<file path="config.mk">
export PLATFORM = sky130hd
export DESIGN_NAME = periph_slave_rr_arbiter_flat
export DESIGN_NICKNAME = d
export VERILOG_FILES = /design/src/rtl/periph_slave_rr_arbiter_if.sv /design/src/rtl/periph_slave_rr_arbiter.sv /design/src/flat_wrapper.sv
export SDC_FILE = /design/constraint.sdc
export NUM_CORES = 1
export LEC_CHECK = 0
export CAP_MARGIN = 20
export CORE_AREA = 2 2 519 521
export DETAILED_ROUTE_END_ITERATION = 8
export DIE_AREA = 0 0 521 523
export GPL_TIMING_DRIVEN = 0
export PLACE_DENSITY = 0.3
export SLEW_MARGIN = 10
export SYNTH_ARGS = -nofsm -noshare
export SYNTH_HDL_FRONTEND = slang
export SYNTH_SLANG_ARGS = --single-unit
export TNS_END_PERCENT = 100
</file>
<file path="constraint.sdc">
create_clock -name clk -period 15.45 [get_ports clk]
set_input_delay 3.09 -clock clk [delete_from_list [all_inputs] [get_ports clk]]
set_output_delay 3.09 -clock clk [all_outputs]
set_load 0.01 [all_outputs]
</file>
<file path="src/rtl/periph_slave_rr_arbiter_if.sv">
// Bus bundle between N requesters, the per-slave arbiter and one peripheral target port.
// The slave modport is the arbiter's view; master is the surrounding crossbar/requester view.
interface periph_slave_rr_arbiter_if #(
  parameter int N_MASTER   = 16,
  parameter int ADDR_WIDTH = 30,
  parameter int DATA_WIDTH = 32,
  parameter int BE_WIDTH   = DATA_WIDTH / 8,
  parameter int ID_WIDTH   = N_MASTER
);
  logic [N_MASTER-1:0]                 data_req_i;
  logic [N_MASTER-1:0][ADDR_WIDTH-1:0] data_add_i;
  logic [N_MASTER-1:0]                 data_wen_i;
  logic [N_MASTER-1:0][5:0]            data_atop_i;
  logic [N_MASTER-1:0][DATA_WIDTH-1:0] data_wdata_i;
  logic [N_MASTER-1:0][BE_WIDTH-1:0]   data_be_i;
  logic [N_MASTER-1:0]                 data_gnt_o;
  logic [N_MASTER-1:0]                 data_r_valid_o;

  logic                  data_req_o;
  logic [ADDR_WIDTH-1:0] data_add_o;
  logic                  data_wen_o;
  logic [5:0]            data_atop_o;
  logic [DATA_WIDTH-1:0] data_wdata_o;
  logic [BE_WIDTH-1:0]   data_be_o;
  logic [ID_WIDTH-1:0]   data_ID_o;
  logic                  data_gnt_i;
  logic                  data_r_valid_i;
  logic [ID_WIDTH-1:0]   data_r_ID_i;

  modport slave (
    input  data_req_i, data_add_i, data_wen_i, data_atop_i, data_wdata_i, data_be_i,
    input  data_gnt_i, data_r_valid_i, data_r_ID_i,
    output data_gnt_o, data_r_valid_o,
    output data_req_o, data_add_o, data_wen_o, data_atop_o, data_wdata_o, data_be_o, data_ID_o
  );

  modport master (
    output data_req_i, data_add_i, data_wen_i, data_atop_i, data_wdata_i, data_be_i,
    output data_gnt_i, data_r_valid_i, data_r_ID_i,
    input  data_gnt_o, data_r_valid_o,
    input  data_req_o, data_add_o, data_wen_o, data_atop_o, data_wdata_o, data_be_o, data_ID_o
  );
endinterface

</file>
<file path="src/rtl/periph_slave_rr_arbiter.sv">
// Round-robin arbiter in front of one peripheral slave port: locks the winner across
// target back-pressure, tags requests with a one-hot ID and throttles on outstanding count.
//
// state     | meaning
// ST_ARB    | round-robin search from ptr each cycle
// ST_LOCKED | winner held in lock_q until the target grants it
module periph_slave_rr_arbiter #(
  parameter int N_MASTER        = 16,
  parameter int ID_WIDTH        = N_MASTER,
  parameter int MAX_OUTSTANDING = 4,
  localparam int IDX_W = (N_MASTER > 1) ? $clog2(N_MASTER) : 1,
  localparam int CNT_W = $clog2(MAX_OUTSTANDING + 1)
) (
  input  logic                     clk,
  input  logic                     rst_n,
  periph_slave_rr_arbiter_if.slave bus,
  output logic [CNT_W-1:0]         outstanding_o,
  output logic                     proto_err_o
);

  typedef enum logic {ST_ARB = 1'b0, ST_LOCKED = 1'b1} state_e;

  state_e              state_q, state_d;
  logic [IDX_W-1:0]    ptr_q, ptr_d, lock_q, lock_d, rr_idx, sel_idx;
  logic [CNT_W-1:0]    cnt_q, cnt_d;
  logic                err_q, err_d;
  logic                cand_req, throttled, fwd_req, hs, rid_onehot;
  logic [ID_WIDTH-1:0] rid;

  // Scan downward so the last hit is the one closest to p, wrapping mod N_MASTER.
  function automatic logic [IDX_W-1:0] rr_pick(input logic [N_MASTER-1:0] req,
                                               input logic [IDX_W-1:0] p);
    logic [IDX_W-1:0] pick;
    logic [IDX_W-1:0] j;
    pick = p;
    for (int i = N_MASTER - 1; i >= 0; i--) begin
      j = IDX_W'((int'(p) + i) % N_MASTER);
      if (req[j]) pick = j;
    end
    return pick;
  endfunction

  function automatic logic [IDX_W-1:0] inc_mod(input logic [IDX_W-1:0] idx);
    if (N_MASTER == 1 || idx == IDX_W'(N_MASTER - 1)) return '0;
    return idx + IDX_W'(1);
  endfunction

  always_comb begin : select
    rr_idx     = rr_pick(bus.data_req_i, ptr_q);
    sel_idx    = (state_q == ST_LOCKED) ? lock_q : rr_idx;
    cand_req   = (state_q == ST_LOCKED) ? bus.data_req_i[lock_q] : |bus.data_req_i;
    throttled  = (cnt_q == CNT_W'(MAX_OUTSTANDING));
    fwd_req    = rst_n & cand_req & ~throttled;
    hs         = fwd_req & bus.data_gnt_i;
    rid        = bus.data_r_ID_i;
    rid_onehot = (rid != '0) && ((rid & (rid - ID_WIDTH'(1))) == '0);
  end

  always_ff @(posedge clk) begin : state_reg
    if (!rst_n) begin
      state_q <= ST_ARB;
      ptr_q   <= '0;
      lock_q  <= '0;
      cnt_q   <= '0;
      err_q   <= 1'b0;
    end else begin
      state_q <= state_d;
      ptr_q   <= ptr_d;
      lock_q  <= lock_d;
      cnt_q   <= cnt_d;
      err_q   <= err_d;
    end
  end

  always_comb begin : next_state
    state_d = state_q;
    ptr_d   = ptr_q;
    lock_d  = lock_q;
    cnt_d   = cnt_q;
    err_d   = err_q;
    case (state_q)
      ST_ARB: begin
        if (hs) begin
          ptr_d = inc_mod(sel_idx);
        end else if (fwd_req) begin
          lock_d  = sel_idx;
          state_d = ST_LOCKED;
        end
      end
      ST_LOCKED: begin
        // A throttled lock simply waits; only a dropped request breaks it without a grant.
        if (hs) begin
          ptr_d   = inc_mod(lock_q);
          state_d = ST_ARB;
        end else if (!bus.data_req_i[lock_q]) begin
          err_d   = 1'b1;
          state_d = ST_ARB;
        end
      end
      default: state_d = ST_ARB;
    endcase

    if (hs && !bus.data_r_valid_i) begin
      cnt_d = cnt_q + CNT_W'(1);
    end else if (!hs && bus.data_r_valid_i && cnt_q != '0) begin
      cnt_d = cnt_q - CNT_W'(1);
    end
    if (bus.data_r_valid_i && (cnt_q == '0 || !rid_onehot)) err_d = 1'b1;
  end

  always_comb begin : outputs
    bus.data_req_o     = fwd_req;
    bus.data_gnt_o     = hs ? (N_MASTER'(1) << sel_idx) : '0;
    bus.data_ID_o      = fwd_req ? (ID_WIDTH'(1) << sel_idx) : '0;
    bus.data_add_o     = fwd_req ? bus.data_add_i[sel_idx] : '0;
    bus.data_wen_o     = fwd_req ? bus.data_wen_i[sel_idx] : 1'b0;
    bus.data_atop_o    = fwd_req ? bus.data_atop_i[sel_idx] : '0;
    bus.data_wdata_o   = fwd_req ? bus.data_wdata_i[sel_idx] : '0;
    bus.data_be_o      = fwd_req ? bus.data_be_i[sel_idx] : '0;
    bus.data_r_valid_o = {N_MASTER{rst_n & bus.data_r_valid_i}} & rid[N_MASTER-1:0];
  end

  assign outstanding_o = cnt_q;
  assign proto_err_o   = err_q;

endmodule

</file>
<file path="src/flat_wrapper.sv">
// flat-port wrapper written by rule: the top's interface ports become plain ports
module periph_slave_rr_arbiter_flat 
#(
  parameter int N_MASTER        = 16,
  parameter int ID_WIDTH        = N_MASTER,
  parameter int MAX_OUTSTANDING = 4,
  localparam int IDX_W = (N_MASTER > 1) ? $clog2(N_MASTER) : 1,
  localparam int CNT_W = $clog2(MAX_OUTSTANDING + 1)
)
  (clk, rst_n, outstanding_o, proto_err_o, bus_data_req_i, bus_data_add_i, bus_data_wen_i, bus_data_atop_i, bus_data_wdata_i, bus_data_be_i, bus_data_gnt_i, bus_data_r_valid_i, bus_data_r_ID_i, bus_data_gnt_o, bus_data_r_valid_o, bus_data_req_o, bus_data_add_o, bus_data_wen_o, bus_data_atop_o, bus_data_wdata_o, bus_data_be_o, bus_data_ID_o);
  periph_slave_rr_arbiter_if #(.N_MASTER(N_MASTER), .ADDR_WIDTH((30)), .DATA_WIDTH((32)), .BE_WIDTH(((32) / 8)), .ID_WIDTH(ID_WIDTH)) bus_i ();
  input  logic clk;
  input  logic rst_n;
  output logic [CNT_W-1:0] outstanding_o;
  output logic proto_err_o;
  input wire logic [$bits(bus_i.data_req_i)-1:0] bus_data_req_i;
  input wire logic [$bits(bus_i.data_add_i)-1:0] bus_data_add_i;
  input wire logic [$bits(bus_i.data_wen_i)-1:0] bus_data_wen_i;
  input wire logic [$bits(bus_i.data_atop_i)-1:0] bus_data_atop_i;
  input wire logic [$bits(bus_i.data_wdata_i)-1:0] bus_data_wdata_i;
  input wire logic [$bits(bus_i.data_be_i)-1:0] bus_data_be_i;
  input wire logic [$bits(bus_i.data_gnt_i)-1:0] bus_data_gnt_i;
  input wire logic [$bits(bus_i.data_r_valid_i)-1:0] bus_data_r_valid_i;
  input wire logic [$bits(bus_i.data_r_ID_i)-1:0] bus_data_r_ID_i;
  output wire logic [$bits(bus_i.data_gnt_o)-1:0] bus_data_gnt_o;
  output wire logic [$bits(bus_i.data_r_valid_o)-1:0] bus_data_r_valid_o;
  output wire logic [$bits(bus_i.data_req_o)-1:0] bus_data_req_o;
  output wire logic [$bits(bus_i.data_add_o)-1:0] bus_data_add_o;
  output wire logic [$bits(bus_i.data_wen_o)-1:0] bus_data_wen_o;
  output wire logic [$bits(bus_i.data_atop_o)-1:0] bus_data_atop_o;
  output wire logic [$bits(bus_i.data_wdata_o)-1:0] bus_data_wdata_o;
  output wire logic [$bits(bus_i.data_be_o)-1:0] bus_data_be_o;
  output wire logic [$bits(bus_i.data_ID_o)-1:0] bus_data_ID_o;
  assign bus_i.data_req_i = bus_data_req_i;
  assign bus_i.data_add_i = bus_data_add_i;
  assign bus_i.data_wen_i = bus_data_wen_i;
  assign bus_i.data_atop_i = bus_data_atop_i;
  assign bus_i.data_wdata_i = bus_data_wdata_i;
  assign bus_i.data_be_i = bus_data_be_i;
  assign bus_i.data_gnt_i = bus_data_gnt_i;
  assign bus_i.data_r_valid_i = bus_data_r_valid_i;
  assign bus_i.data_r_ID_i = bus_data_r_ID_i;
  assign bus_data_gnt_o = bus_i.data_gnt_o;
  assign bus_data_r_valid_o = bus_i.data_r_valid_o;
  assign bus_data_req_o = bus_i.data_req_o;
  assign bus_data_add_o = bus_i.data_add_o;
  assign bus_data_wen_o = bus_i.data_wen_o;
  assign bus_data_atop_o = bus_i.data_atop_o;
  assign bus_data_wdata_o = bus_i.data_wdata_o;
  assign bus_data_be_o = bus_i.data_be_o;
  assign bus_data_ID_o = bus_i.data_ID_o;
  periph_slave_rr_arbiter #(.N_MASTER(N_MASTER), .ID_WIDTH(ID_WIDTH), .MAX_OUTSTANDING(MAX_OUTSTANDING)) u_core (.clk(clk), .rst_n(rst_n), .bus(bus_i), .outstanding_o(outstanding_o), .proto_err_o(proto_err_o));
endmodule
</file>
==> impl_metrics.json, run 1 <==
{
  "overflow": 0,
  "drt_iter0_drc": 2123,
  "syn_avg_cell_area_um2": 5.33,
  "synth_edf_count": 0,
  "antenna_found_initial": 87,
  "drt_pass1_iterations": 5,
  "drive_above_1_share_pct": 8.60,
  "wl_per_cell_um": 31.8,
  "drv_slew": 0,
  "clkTransAtPathRegs_ns": 0.05,
  "end_kind": "output pin",
  "postCtsResizedCells": 0,
  "fin_crit_sh_pct": 89.8,
  "design_area_mm2": 0.0335,
  "h-tree-depth": 1,
  "viasPerCell": 3.61,
  "num_rows": 190,
  "final-setup-viol-count": 0,
  "irDropWorstVdd_mv": 0.181,
  "fin_setup_tns_ns": 0,
  "initial_core_util_pct": 5.73,
  "cts-root-buf": "clkbuf_16",
  "post_cts_buffers": 0,
  "design.core.area_mm2": 0.267,
  "critPathLaunchType": "input port",
  "skew_ns": 0.00658,
  "tightest_slew_ns": 1.17,
  "drt-total-wl_um": 248000,
  "synth_seq_cells": 13,
  "synth.net_count": 4088,
  "regArea_um2": 260,
  "powerDensity_mw_per_mm2": 187,
  "clock-sinks": 13,
  "ys.flop_type": "dfxtp_1",
  "required_ns": 12.36,
  "clock.fmax_mhz": 72.1,
  "power.leakage_nw": 11.7,
  "rsz0062_at_grt": "no",
  "power.total_w": 0.00627,
  "clock_latency_ns": 0.25,
  "postCtsHoldBufs": 0,
  "grt_pass1_wl_um": 307000,
  "die_w_um": 521,
  "hold_ws_ns": 0.530,
  "dieHeight_um": 523,
  "syn_inst": 2869,
  "clockBufferDepth": 2,
  "ys_types": 83,
  "area_growth_pct": 119,
  "place_area_mm2": 0.0334,
  "slew-limit-headroom_pct": 22.2,
  "port_buffers": 1329,
  "finalWorstSetupSlack_ns": 1.58,
  "grt.total_usage_pct": 17.2,
  "cts_tree": "yes",
  "multi_input_area_mm2": 0.0137,
  "outcome": "complete, no violations",
  "hold_viol_final": 0,
  "gp_congestion": 0.929,
  "drc": 0,
  "place_ws_ns": 1.58,
  "yosysSeqAreaShare_pct": 1.70,
  "yosys_warnings": 0,
  "nFillCells": 31100,
  "hpwl_um": 217000,
  "vias": 28200,
  "syn_area_mm2": 0.0153,
  "synthArstFlopShare_pct": 0,
  "boundaryPins": 1330,
  "crit_fanout": 11,
  "die-area_mm2": 0.272,
  "finalCriticalPeriod_ns": 13.87,
  "maxCapViolations": 0,
  "grt_pass1_vias": 28500,
  "cts_made_buffers": 3,
  "fin_nets": 5440,
  "path_class": "input port to output pin",
  "ant_nets": 0,
  "grt_max_degree": 12,
  "hold_path.class": "register to register",
  "worstPathArrival_ns": 10.78
}
-- power by group --
part	switching, W	internal, W	leakage [nW]
Combinational	0.00452	0.00164	11.6
Sequential	0.0000101	0.0000407	0.107
Clock	0.0000168	0.0000350	0.0383
Total	0.00455	0.00172	11.7
-- cell type report --
| type | count | share of cell area, % |
|---|---|---|
| multi-input combinational | 2576 | 41.0 |
| sequential | 13 | 0.777 |
| timing repair buffer | 1347 | 40.6 |
| clock buffer | 4 | 0.235 |
| inverter | 13 | 0.157 |
| antenna | 26 | 0.194 |
| tap | 3552 | 13.3 |
| buffer | 267 | 3.82 |
-- cells by family (layout without fill, tap and decap cells) --
logic type | Yosys count | in the layout | synth area share, %
flops | 13 | 13 | 1.70
mux | 83 | 83 | 8.46
other cells | 0 | 26 | 0
compound gates | 417 | 417 | 19.1
xor+xnor | 16 | 16 | 0.966
simple gates | 2044 | 2044 | 59.8
fa+ha+maj | 16 | 16 | 1.34
buf+inv | 280 | 1631 | 8.57
-- state kept, by name, summed over array words and instances (netlist names) --
name	flops
u_core.proto_err_o	1
u_core.lock_q	4
u_core.ptr_q	4
u_core.outstanding_o	3
u_core.state_q	1
-- stage by stage --
stage | util (%) | std cells
6_report | 12.6 | 7798
4_1_cts | 12.5 | 7772
3_3_place_gp | 12.4 | 7750
2_1_floorplan | - | 2869
5_1_grt | 12.5 | 7780
3_5_place_dp | 12.5 | 7768
-- synthesized netlist by cell type, types with 7 or more instances --
| library cell | number | area share (%) |
|---|---|---|
| o211ai_2 | 70 | 5.7 |
| buf_6 | 13 | 0.96 |
| a21oi_1 | 247 | 8.1 |
| nand3_2 | 70 | 4.6 |
| buf_2 | 84 | 2.8 |
| o211ai_1 | 10 | 0.49 |
| mux2_2 | 16 | 1.2 |
| and3_1 | 27 | 1.1 |
| nor2_1 | 283 | 6.9 |
| xnor2_1 | 9 | 0.52 |
| nor2b_1 | 14 | 0.57 |
| dfxtp_1 | 13 | 1.7 |
| ha_1 | 14 | 1.1 |
| nand3_1 | 459 | 15 |
| mux4_2 | 34 | 5.0 |
| inv_1 | 8 | 0.20 |
| and2_1 | 7 | 0.29 |
| nor4_1 | 80 | 3.3 |
| nor3_1 | 15 | 0.49 |
| a211oi_1 | 10 | 0.49 |
| mux2i_1 | 25 | 1.6 |
| buf_1 | 13 | 0.32 |
| nand2_1 | 1058 | 26 |
| clkbuf_1 | 143 | 3.5 |
| buf_4 | 14 | 0.69 |
| o21ai_0 | 15 | 0.49 |
-- critical path, cell delays in order --
cell,delay [ns]
clkdlybuf4s50_1,0.51
clkbuf_1,0.31
mux4_2,0.53
mux2i_1,0.65
o21ai_0,0.33
nor2b_1,0.21
a211oi_1,0.45
a2111o_1,0.21
and3_1,0.18
buf_4,0.31
buf_2,0.74
buf_1,0.83
nand2_1,0.35
nand3_1,0.18
a21oi_1,0.09
nor4_1,0.94
clkdlybuf4s50_1,0.82
-- cell usage in the layout (no fill, tap or decap), types with 34 or more instances in the layout --
cell / synthesis / final
nand3_1: 459 / 459
o211ai_2: 70 / 70
mux4_2: 34 / 34
clkbuf_1: 143 / 131
buf_2: 84 / 88
nand2_1: 1058 / 1057
nand3_2: 70 / 70
a21oi_1: 247 / 244
nor2_1: 283 / 283
nor4_1: 80 / 79
clkdlybuf4s50_1: 0 / 1329
-- layer usage --
metal	GRT usage, %	wire length [um]	vias to the layer above	share of wire (%)
li1	-	-	12600	-
met1	21.4	102000	13800	41
met2	30.6	122000	1560	49
met3	3.67	18400	172	7.4
met4	2.95	4910	32	2.0
met5	0	202	-	0.081
-- path summary, 6_finish.rpt --
| path | to | cells past startpoint | startpoint | slack, ns |
|---|---|---|---|---|
| setup / recovery | bus_data_add_o[6] | 17 | bus_data_req_i[1] | 1.58 |
| hold / removal | u_core.proto_err_o | 2 | u_core.proto_err_o | 0.53 |
| setup reg to reg | u_core.ptr_q[2] | 26 | u_core.ptr_q[1] | 8.16 |
| hold reg to reg | u_core.proto_err_o | 2 | u_core.proto_err_o | 0.53 |
No activity file was read; power rests on OpenSTA's default activity.
==> inputs of run 2 (changes only) <==
Settings changed: ABC_AREA set to 1, CAP_MARGIN 20 to unset, CORE_AREA 2 2 519 521 to 2 2 521 523, DIE_AREA 0 0 521 523 to 0 0 523 525.
==> run 2 against run 1 <==
Net effect: global-route usage increased by 1.2 points; total power increased by 37%; clock skew decreased by 0.0039 ns; sequential share of layout area decreased by 0.082 points; fmax increased by 9.7%; combinational power increased by 38%; synthesized cell count increased by 59%; count of clock-buffer cells in the layout unchanged; wire length increased by 6.4%; register-to-register slack improved by 1.1 ns.
==> impl_metrics.json, run 2 <==
{
  "outcome": "complete, no violations",
  "num_rows": 191,
  "wl_per_cell_um": 27.7,
  "post_cts_buffers": 0,
  "fin_crit_sh_pct": 81.9,
  "drt-total-wl_um": 264000,
  "drc": 0,
  "antenna_found_initial": 164,
  "synth_seq_cells": 13,
  "gp_congestion": 0.885,
  "overflow": 0,
  "cts-root-buf": "clkbuf_16",
  "r2r-end": "u_core.ptr_q[2]",
  "whs_path_depth": 1,
  "yosysSeqAreaShare_pct": 1.35,
  "worstPathArrival_ns": 9.56,
  "hold_path.class": "register to register",
  "dieHeight_um": 525,
  "critPathLaunchType": "input port",
  "yosysTopAreaCell": "nand2_1",
  "place_ws_ns": 2.51,
  "cpMaxStageDelayCell": "clkbuf_1",
  "design.core.area_mm2": 0.269,
  "rsz0062_at_grt": "no",
  "power.leakage_nw": 19.8,
  "skew_ns": 0.00264,
  "ant_nets": 0,
  "drt_iter0_drc": 1992,
  "synthTopCellsByCount": "nand2_1, inv_1, nand3_1, nor2_1, a21oi_1",
  "synth_area_leaders": "nand2_1, inv_1, nand3_1",
  "yosysTopAreaCellShare_pct": 39.5,
  "final-setup-viol-count": 0,
  "cts_tree": "yes",
  "area_growth_pct": 93.9,
  "port_buffers": 1329,
  "fin_nets": 7130,
  "mostFrequentLayoutCells": "nand2_1, clkdlybuf4s50_1, inv_1",
  "path_class": "input port to output pin",
  "powerDensity_mw_per_mm2": 229,
  "maxCapViolations": 0,
  "r2r_start": "u_core.ptr_q[1]",
  "grt_pass1_vias": 33500,
  "synth.net_count": 5790,
  "place_area_mm2": 0.0372,
  "synthArstFlopShare_pct": 0,
  "finalWorstSetupSlack_ns": 2.80,
  "ys.flop_type": "dfxtp_1",
  "hold_start": "u_core.outstanding_o[2]",
  "hold_ws_ns": 0.489,
  "syn_inst": 4571,
  "syn_area_mm2": 0.0193,
  "die_w_um": 523,
  "ys_types": 43,
  "irDropWorstVdd_mv": 0.159,
  "die-area_mm2": 0.275,
  "required_ns": 12.36,
  "fin_setup_tns_ns": 0,
  "layout_commonest_cell": "nand2_1",
  "hold_end": "u_core.outstanding_o[2]",
  "cts_made_buffers": 3,
  "boundaryPins": 1330,
  "drv_slew": 0,
  "cpPeakStageDelay_ns": 0.94,
  "viasPerCell": 3.47,
  "synth.most_common_cell": "nand2_1",
  "drive_above_1_share_pct": 5.57,
  "timing.reg2reg.setup_slack_ns": 9.23,
  "clock.fmax_mhz": 79.1,
  "synth_edf_count": 0,
  "drt_pass1_iterations": 7,
  "slew-limit-headroom_pct": 12.7,
  "grt_pass1_wl_um": 332000,
  "clock_latency_ns": 0.24,
  "syn_avg_cell_area_um2": 4.22,
  "finalCriticalPeriod_ns": 12.65,
  "h-tree-depth": 1,
  "end_kind": "output pin",
  "yosys_warnings": 0,
  "clkTransAtPathRegs_ns": 0.05,
  "clockBufferDepth": 2,
  "initial_core_util_pct": 7.17,
  "hpwl_um": 233000,
  "design_area_mm2": 0.0375,
  "grt_max_degree": 14,
  "clock-sinks": 13,
  "crit_fanout": 10,
  "hold_viol_final": 0,
  "power.total_w": 0.00858,
  "crit_top_cell": "nand2_1",
  "r2r_cells": 34,
  "postCtsResizedCells": 0,
  "vias": 33000,
  "tightest_slew_ns": 1.31,
  "postCtsHoldBufs": 0,
  "grt.total_usage_pct": 18.4
}
run 2: final cells by class:
cell class | instances | area, um2
antenna | 55 | 138
timing repair buffer | 1335 | 13400
inverter | 1106 | 4150
fill | 32100 | 232000
tap | 3570 | 4470
clock buffer | 4 | 78.8
sequential | 13 | 260
multi-input combinational | 3199 | 13600
buffer | 253 | 1350
run 2: worst max path at each step:
stage	from	endpoint	slack [ns]	cells after the start
after floorplan	bus_data_req_i[2]	bus_data_ID_o[11]	6.71	29
after global placement	bus_data_req_i[10]	bus_data_wdata_o[4]	1.60	31
after detailed placement	bus_data_req_i[3]	bus_data_wdata_o[4]	2.51	32
after CTS	bus_data_req_i[11]	bus_data_wdata_o[4]	2.48	32
after global routing	bus_data_req_i[11]	bus_data_wdata_o[4]	2.09	32
final	bus_data_req_i[8]	bus_data_wdata_o[4]	2.80	32
run 2: metal layers:
layer | track usage (%) | vias up | routed length [um]
met1 | 21.9 | 15400 | 108000
met5 | 0 | - | 382
li1 | - | 15900 | -
met3 | 4.20 | 211 | 18800
met4 | 3.28 | 58 | 4570
met2 | 33.5 | 1448 | 132000
run 2: kinds of logic after synthesis:
family | Yosys count | synth area share [%]
simple gates | 2943 | 62.4
compound gates | 232 | 6.33
xor+xnor | 8 | 0.402
mux | 1 | 0.0518
buf+inv | 1359 | 28.4
fa+ha+maj | 15 | 1.01
flops | 13 | 1.35
run 2: stage by stage:
step	util [%]	std cells
floorplan	-	4571
global placement	13.8	9470
detailed placement	13.8	9476
CTS	13.9	9480
global route	13.9	9501
finish	13.9	9535
run 2: power breakdown:
part           leakage, nW  switching, W  internal (W)
Combinational         19.6       0.00630       0.00217
Clock               0.0385     0.0000147     0.0000349
Sequential           0.107     0.0000156     0.0000422
run 2: critical path: cells and delay by family:
| kind | cells | cell delay [ns] |
|---|---|---|
| buffers and inverters | 5 | 2.95 |
| AND/OR/NAND/NOR | 26 | 2.91 |
| AO/OA/AOI/OAI | 1 | 0.54 |
